===== src/rtl/div_unit.sv =====
// div_unit: iterative restoring divider for DIV/DIVU, quotient to LO and remainder to HI.
// Ports: clk, rst (async, active-low), ena, start, is_signed, dividend, divisor in;
//        busy, done, quotient, remainder out (all registered).
// Optional: DIV_ZERO_DETECT_EN adds div_zero and short-circuits divide-by-zero to a one-cycle result.
module div_unit #(
  parameter int WIDTH = 32,
  parameter int CNT_W = 6
) (
  input  logic             clk,
  input  logic             rst,
  input  logic             ena,
  input  logic             start,
  input  logic             is_signed,
  input  logic [WIDTH-1:0] dividend,
  input  logic [WIDTH-1:0] divisor,
  output logic             busy,
  output logic             done,
  output logic [WIDTH-1:0] quotient,
`ifdef DIV_ZERO_DETECT_EN
  output logic [WIDTH-1:0] remainder,
  output logic             div_zero
`else
  output logic [WIDTH-1:0] remainder
`endif
);
  typedef enum logic [1:0] {IDLE, RUN, DONE} state_t;
  state_t           state_q;
  logic [CNT_W-1:0] cnt_q;
  logic [WIDTH-1:0] rem_q, quo_q, dvs_q, quotient_q, remainder_q;
  logic             sa_q, sb_q, sgn_q, busy_q, done_q;
  logic [WIDTH:0]   diff_d;
  logic [WIDTH-1:0] a_abs_d, b_abs_d;
  assign a_abs_d = (is_signed && dividend[WIDTH-1]) ? -dividend : dividend;
  assign b_abs_d = (is_signed && divisor[WIDTH-1]) ? -divisor : divisor;
  // trial subtract of the shifted partial remainder; MSB set means borrow
  assign diff_d = {rem_q, quo_q[WIDTH-1]} - {1'b0, dvs_q};
  assign busy      = busy_q;
  assign done      = done_q;
  assign quotient  = quotient_q;
  assign remainder = remainder_q;
`ifdef DIV_ZERO_DETECT_EN
  logic div_zero_q;
  assign div_zero = div_zero_q;
`endif
  always_ff @(posedge clk or negedge rst) begin
    if (!rst) begin
      state_q     <= IDLE;
      cnt_q       <= '0;
      rem_q       <= '0;
      quo_q       <= '0;
      dvs_q       <= '0;
      quotient_q  <= '0;
      remainder_q <= '0;
      sa_q        <= 1'b0;
      sb_q        <= 1'b0;
      sgn_q       <= 1'b0;
      busy_q      <= 1'b0;
      done_q      <= 1'b0;
`ifdef DIV_ZERO_DETECT_EN
      div_zero_q  <= 1'b0;
`endif
    end else if (ena) begin
      case (state_q)
        RUN: begin
          if (cnt_q == CNT_W'(WIDTH)) begin
            state_q     <= DONE;
            busy_q      <= 1'b0;
            done_q      <= 1'b1;
            quotient_q  <= (sgn_q && (sa_q ^ sb_q)) ? -quo_q : quo_q;
            remainder_q <= (sgn_q && sa_q) ? -rem_q : rem_q;
          end else begin
            cnt_q <= cnt_q + CNT_W'(1);
            rem_q <= diff_d[WIDTH] ? {rem_q[WIDTH-2:0], quo_q[WIDTH-1]} : diff_d[WIDTH-1:0];
            quo_q <= {quo_q[WIDTH-2:0], ~diff_d[WIDTH]};
          end
        end
        default: begin
          done_q  <= 1'b0;
          state_q <= IDLE;
`ifdef DIV_ZERO_DETECT_EN
          div_zero_q <= 1'b0;
`endif
          if (start) begin
            state_q <= RUN;
            busy_q  <= 1'b1;
            cnt_q   <= '0;
            rem_q   <= '0;
            quo_q   <= a_abs_d;
            dvs_q   <= b_abs_d;
            sa_q    <= dividend[WIDTH-1];
            sb_q    <= divisor[WIDTH-1];
            sgn_q   <= is_signed;
`ifdef DIV_ZERO_DETECT_EN
            if (divisor == '0) begin
              state_q     <= DONE;
              busy_q      <= 1'b0;
              done_q      <= 1'b1;
              quotient_q  <= '0;
              remainder_q <= dividend;
              div_zero_q  <= 1'b1;
            end
`endif
          end
        end
      endcase
    end
  end
endmodule

===== config.mk =====
export PLATFORM = sky130hd
export DESIGN_NAME = div_unit
export DESIGN_NICKNAME = d
export VERILOG_FILES = /design/src/rtl/div_unit.sv
export SDC_FILE = /design/constraint.sdc
export NUM_CORES = 1
export LEC_CHECK = 0
export CORE_UTILIZATION = 47
export CTS_CLUSTER_SIZE = 10
export DETAILED_ROUTE_END_ITERATION = 8
export HOLD_SLACK_MARGIN = 0.15
export PLACE_DENSITY_LB_ADDON = 0.12
export SETUP_SLACK_MARGIN = 0.1
export SYNTH_ARGS = -nofsm -noshare
export SYNTH_HDL_FRONTEND = slang
export SYNTH_SLANG_ARGS = --single-unit

===== constraint.sdc =====
create_clock -name clk -period 2.9 [get_ports clk]
set_input_delay 0.87 -clock clk [delete_from_list [all_inputs] [get_ports clk]]
set_output_delay 0.87 -clock clk [all_outputs]
set_load 0.005 [all_outputs]

-- Yosys cells after proc, flatten, opt, wreduce, memory -nomap -nowiden
Cells that the tools add are included.
- word-level logic and storage cells: 57
- bits in registers: 173
- equality and inequality tests: 4
- reductions and logical operators: 10
- mux-type cells: 22
- add/subtract/negate cells: 6
- bitwise gates (word level): 3
- operators with widths (cell ; count):
    $mux W32 ; 11
    $neg A32 Y32 ; 4
    $sub A33 B32 Y33 ; 1
    $mux W6 ; 3
    $reduce_and A3 Y1 ; 4
    $add A6 B1 Y6 const B ; 1
    $eq A6 B6 Y1 const B ; 1
    $mux W1 ; 6
    $logic_and A1 B1 Y1 ; 4
    $mux W2 ; 2
    $ne A2 B2 Y1 const B ; 2
    $eq A2 B1 Y1 const B ; 1
    $not A1 Y1 ; 2
    $reduce_and A2 Y1 ; 1
    $reduce_bool A2 Y1 ; 1
    $xor A1 B1 Y1 ; 1

-- Longest topological paths before layout
- depth in word-level cells: 4
- mapped depth: 15
- mapped depth without buffers: 13

-- Worst setup path before layout
Ideal clock, no wire load.
- path kind: register -> register
- from: register quo_q[31]
- to: register rem_q[10]
- cell stages (with the launch flop): 16
- setup time: 126 ps
- path slack: -139 ps
- period minus slack after synthesis: 3039 ps
- data arrival time: 2913 ps
- required time: 2774 ps
- cells stage by stage: dfrtp_1 -> inv_1 -> ha_1 -> fa_1 -> nand2b_1 -> a21oi_1 -> nor3_2 -> o21ai_2 -> a41o_4 -> a31o_4 -> a31oi_4 -> xor2_4 -> buf_12 -> buf_12 -> a32oi_1 -> o21ai_1
- longest elaborated chain between the ends: 4
- ends and longest elaborated chain (what ; RTL line ; source):
    from (decl) ; 29 ; logic [WIDTH-1:0] rem_q, quo_q, dvs_q, quotient_q, remainder_q;
    from (signal assigned) ; 74 ; quo_q <= {quo_q[WIDTH-2:0], ~diff_d[WIDTH]};
    from (signal assigned) ; 88 ; quo_q <= a_abs_d;
    $sub A33 B32 Y33 ; 36 ; assign diff_d = {rem_q, quo_q[WIDTH-1]} - {1'b0, dvs_q};
    $mux W32 ; 73 ; rem_q <= diff_d[WIDTH] ? {rem_q[WIDTH-2:0], quo_q[WIDTH-1]} : diff_d[WIDTH-1:0];
    $mux W32 ; 65 ; if (cnt_q == CNT_W'(WIDTH)) begin
    $mux W32 ; 63 ; case (state_q)
    to (signal assigned) ; 73 ;
    to (decl) ; 29 ;
No other way between the ends. The select of a mux whose other input is x is not followed.
A chain may end at the register's enable or synchronous reset.

-- Worst setup path in the final report
- from: register quo_q[31]
- to: register rem_q[16]
Same word-level chain as after synthesis.

==> flow_summary_export.csv <==
group,metric,value,unit
pwr,leakagePower,6.66,nW
hold_path,hold_class,"primary input to async pin",
sta,setup_slack,-0.200,ns
pwr,netSwitchingPower,6.89,mW
finish,drive_gt1_frac,0.193,
route,drt-wirelength-per-cell,16.3,µm
grt,overflow,0,
pwr,seq_power_share,0.258,
route,num_vias,10578,
sta,setup_violations,33,
route,drc_errors,0,
pwr,p_int,9.17,mW
finish,diodes,0,
synthesis,syn-cell-area,11200,µm²
die,die_x,156,µm
synthesis,synth_async_sr_flop_share,1.00,
finish,multi_input_area,6770,µm²
sta,finalCritPeriodShare,1.07,
flow_run,drv_cap,0,
synthesis,yosysUniqueCellTypes,66,
sta,finalHoldViolCount,0,
synthesis,synthCells,1337,
finish,final_common_cell,"dfrtp_1",
place,port-buffer-count,134,
critical_path,crit_arrival,3.42,ns
cts,clockRootBuffer,"clkbuf_16",
cts,clock_sinks,172,
critical_path,critPathLaunchType,"flip-flop",
die,die_area,24400,µm²
route,viasPerCell,5.47,
critical_path,required,3.22,ns
sta,period_needed,3.10,ns
sta,rsz0062_at_grt,"true",
cts,h-tree-depth,4,
sta,tightest_slew,0.957,ns
critical_path,worst-path-max-fanout,12,
synthesis,syn_avg_cell_area,8.37,µm²
finish,regArea,4300,µm²
place,dp_hpwl,22.9,mm
critical_path,worstSetupEndpointType,"flip-flop",
die,start_util,0.478,
finish,finish.net_count,1709,
place,pre_cts_ws,-0.596,ns
cts,cts_buffers,17,
synthesis,yosysSeqAreaShare,0.385,
sta,maxSlewViolCount,0,
grt,grt_max_degree,68,
cts,hold_buffers,0,
pwr,power_frac_comb,0.596,
route,wl,31.5,mm
die,core_region_area,23400,µm²
synthesis,syn_nets,1445,
status,violations,"negative setup slack",
synthesis,ys_seq_elements,172,
sta,slew_headroom,0.360,
sta,tns,-4.15,ns
synthesis,yosys_warnings,0,
place,gp_congestion,0.962,
critical_path,critPathSlowestCell,"dfrtp_1",
pwr,powerDensity,1060,nW/µm²
finish,mostFrequentLayoutCells,"dfrtp_1 (172), buf_4 (171), a21oi_1 (154), nor2_1 (141), nand2_1 (134)",
sta,fin_skew,0.0141,ns
die,die_h,156,µm
cts,cts.path.max_buffers,2,
pwr,switching_share,0.429,
grt,antenna_found_initial,0,
grt,grt_pass1_vias,9800,
die,fp-row-count,56,
grt,track_usage,0.261,
route,drt-initial-drc-count,674,
cts,clk_pin_slew_worst_paths,0.08,ns
grt,grt_first_pass_wirelength,50.4,mm
critical_path,critical_path_class,"flip-flop to flip-flop",
synthesis,ys.flop_type,"dfrtp_1",
sta,fmax,0.323,GHz
die,io_pins,135,
critical_path,crit_family,"compound AO/OA/AOI/OAI gates",
pwr,irDropWorstVdd,0.495,mV
finish,final_util,0.649,
finish,fill_cells,2034,
pwr,clockPowerShare,0.146,
critical_path,crit_chain,"inv_2, ha_4, fa_2, nand2b_4, a21oi_4, nor3_4, o21ai_2, a41o_4, a31o_4, a31oi_4, xor2_4, buf_12, mux2i_2, o21ai_1",
critical_path,max_stage_delay,0.39,ns
synthesis,synth_edf_count,0,
status,outcome,"finished, violations left",
route,final_antenna_net_count,0,
critical_path,critical_path_buf_inv_count,2,
cts,clkLatencyLatePin,0.45,ns
route,drt_pass1_iterations,5,
finish,syn_to_final_growth,35.7,%
cts,tritoncts,"done",
[state kept, by name, indices dropped and copies added, names as in the netlist]
name       count
dvs_q         32
quo_q         32
quotient      32
rem_q         32
remainder     32
cnt_q          6
state_q        2
busy           1
sa_q           1
sb_q           1
sgn_q          1
[final timing paths]
check	start	to	slack (ns)	cells past startpoint
max	quo_q[31]	rem_q[16]	-0.20	14
min	rst	remainder[23]	0.40	1
max reg2reg	quo_q[31]	rem_q[16]	-0.20	14
min reg2reg	dvs_q[27]	dvs_q[27]	0.48	2
max in group asynchronous	rst	quotient[25]	1.70	2
min in group clk	dvs_q[27]	dvs_q[27]	0.48	2
[cells in the mapped netlist, types with 10 or more instances]
cell type / instances / share of area
a21o_1: 13 / 0.0087
a21oi_1: 160 / 0.072
a32oi_1: 14 / 0.011
clkbuf_1: 57 / 0.019
dfrtp_1: 172 / 0.38
ha_1: 38 / 0.042
inv_1: 61 / 0.020
mux2i_1: 10 / 0.0089
nand2_1: 137 / 0.046
nand2b_1: 14 / 0.0078
nand3_1: 31 / 0.014
nor2_1: 146 / 0.049
nor3_1: 20 / 0.0089
nor4_1: 17 / 0.0095
o21ai_0: 94 / 0.042
o21ai_1: 35 / 0.016
o31ai_1: 23 / 0.015
o41ai_1: 10 / 0.0078
xnor2_1: 73 / 0.057
xor2_1: 74 / 0.058
[stage by stage]
step                hold slack, ns  std cells  power [mW]  cell area (µm²)
floorplan                    0.450       1337        9.51            11200
detailed placement           0.470       1881        12.7            14000
global placement             0.462       1881        12.5            14000
global route                 0.433       1933        17.2            15200
CTS                          0.408       1923        15.4            14800
finish                       0.395       1933        16.1            15200
[per-layer routing]
layer  track usage  vias up  wire (µm)  share of wire
met5             0        -          0              0
met4        0.0775        0        540          0.017
met2         0.374      350      13400           0.42
li1              -     5214          -              -
met3        0.0390       42       2020          0.064
met1         0.401     4972      15600           0.49
[kinds of logic after synthesis]
group	Yosys count	share of synthesized area
AO/OA/AOI/OAI	415	0.223
XOR/XNOR	148	0.118
adder cells (fa/ha/maj)	39	0.0443
buffers and inverters	134	0.0505
flip-flops	172	0.385
multiplexers	12	0.0110
AND/OR/NAND/NOR	417	0.170
[repair_timing]
action                                  4_1_cts  5_1_grt
setup buffers                                 9        9
cloned                                        1        2
resized for setup                            52       67
pin swaps                                    30       35
endpoints found under the setup margin       61       71
endpoints found under the hold margin         0        0
[power by group through the flow]
stage	logic, mW	registers [mW]	clock network, mW
global route	10.5	4.24	2.48
floorplan	5.46	4.05	0
global placement	8.37	4.10	0
CTS	8.92	4.10	2.37
detailed placement	8.54	4.14	0
finish	9.58	4.15	2.34
[layout make-up]
class	count	share of cell area
sequential	172	0.284
multi-input combinational	1031	0.446
clock inverter	15	0.0123
clock buffer	17	0.0280
timing repair buffer	318	0.189
tap	319	0.0263
inverter	61	0.0151
No activity file was read; power rests on OpenSTA's default activity.
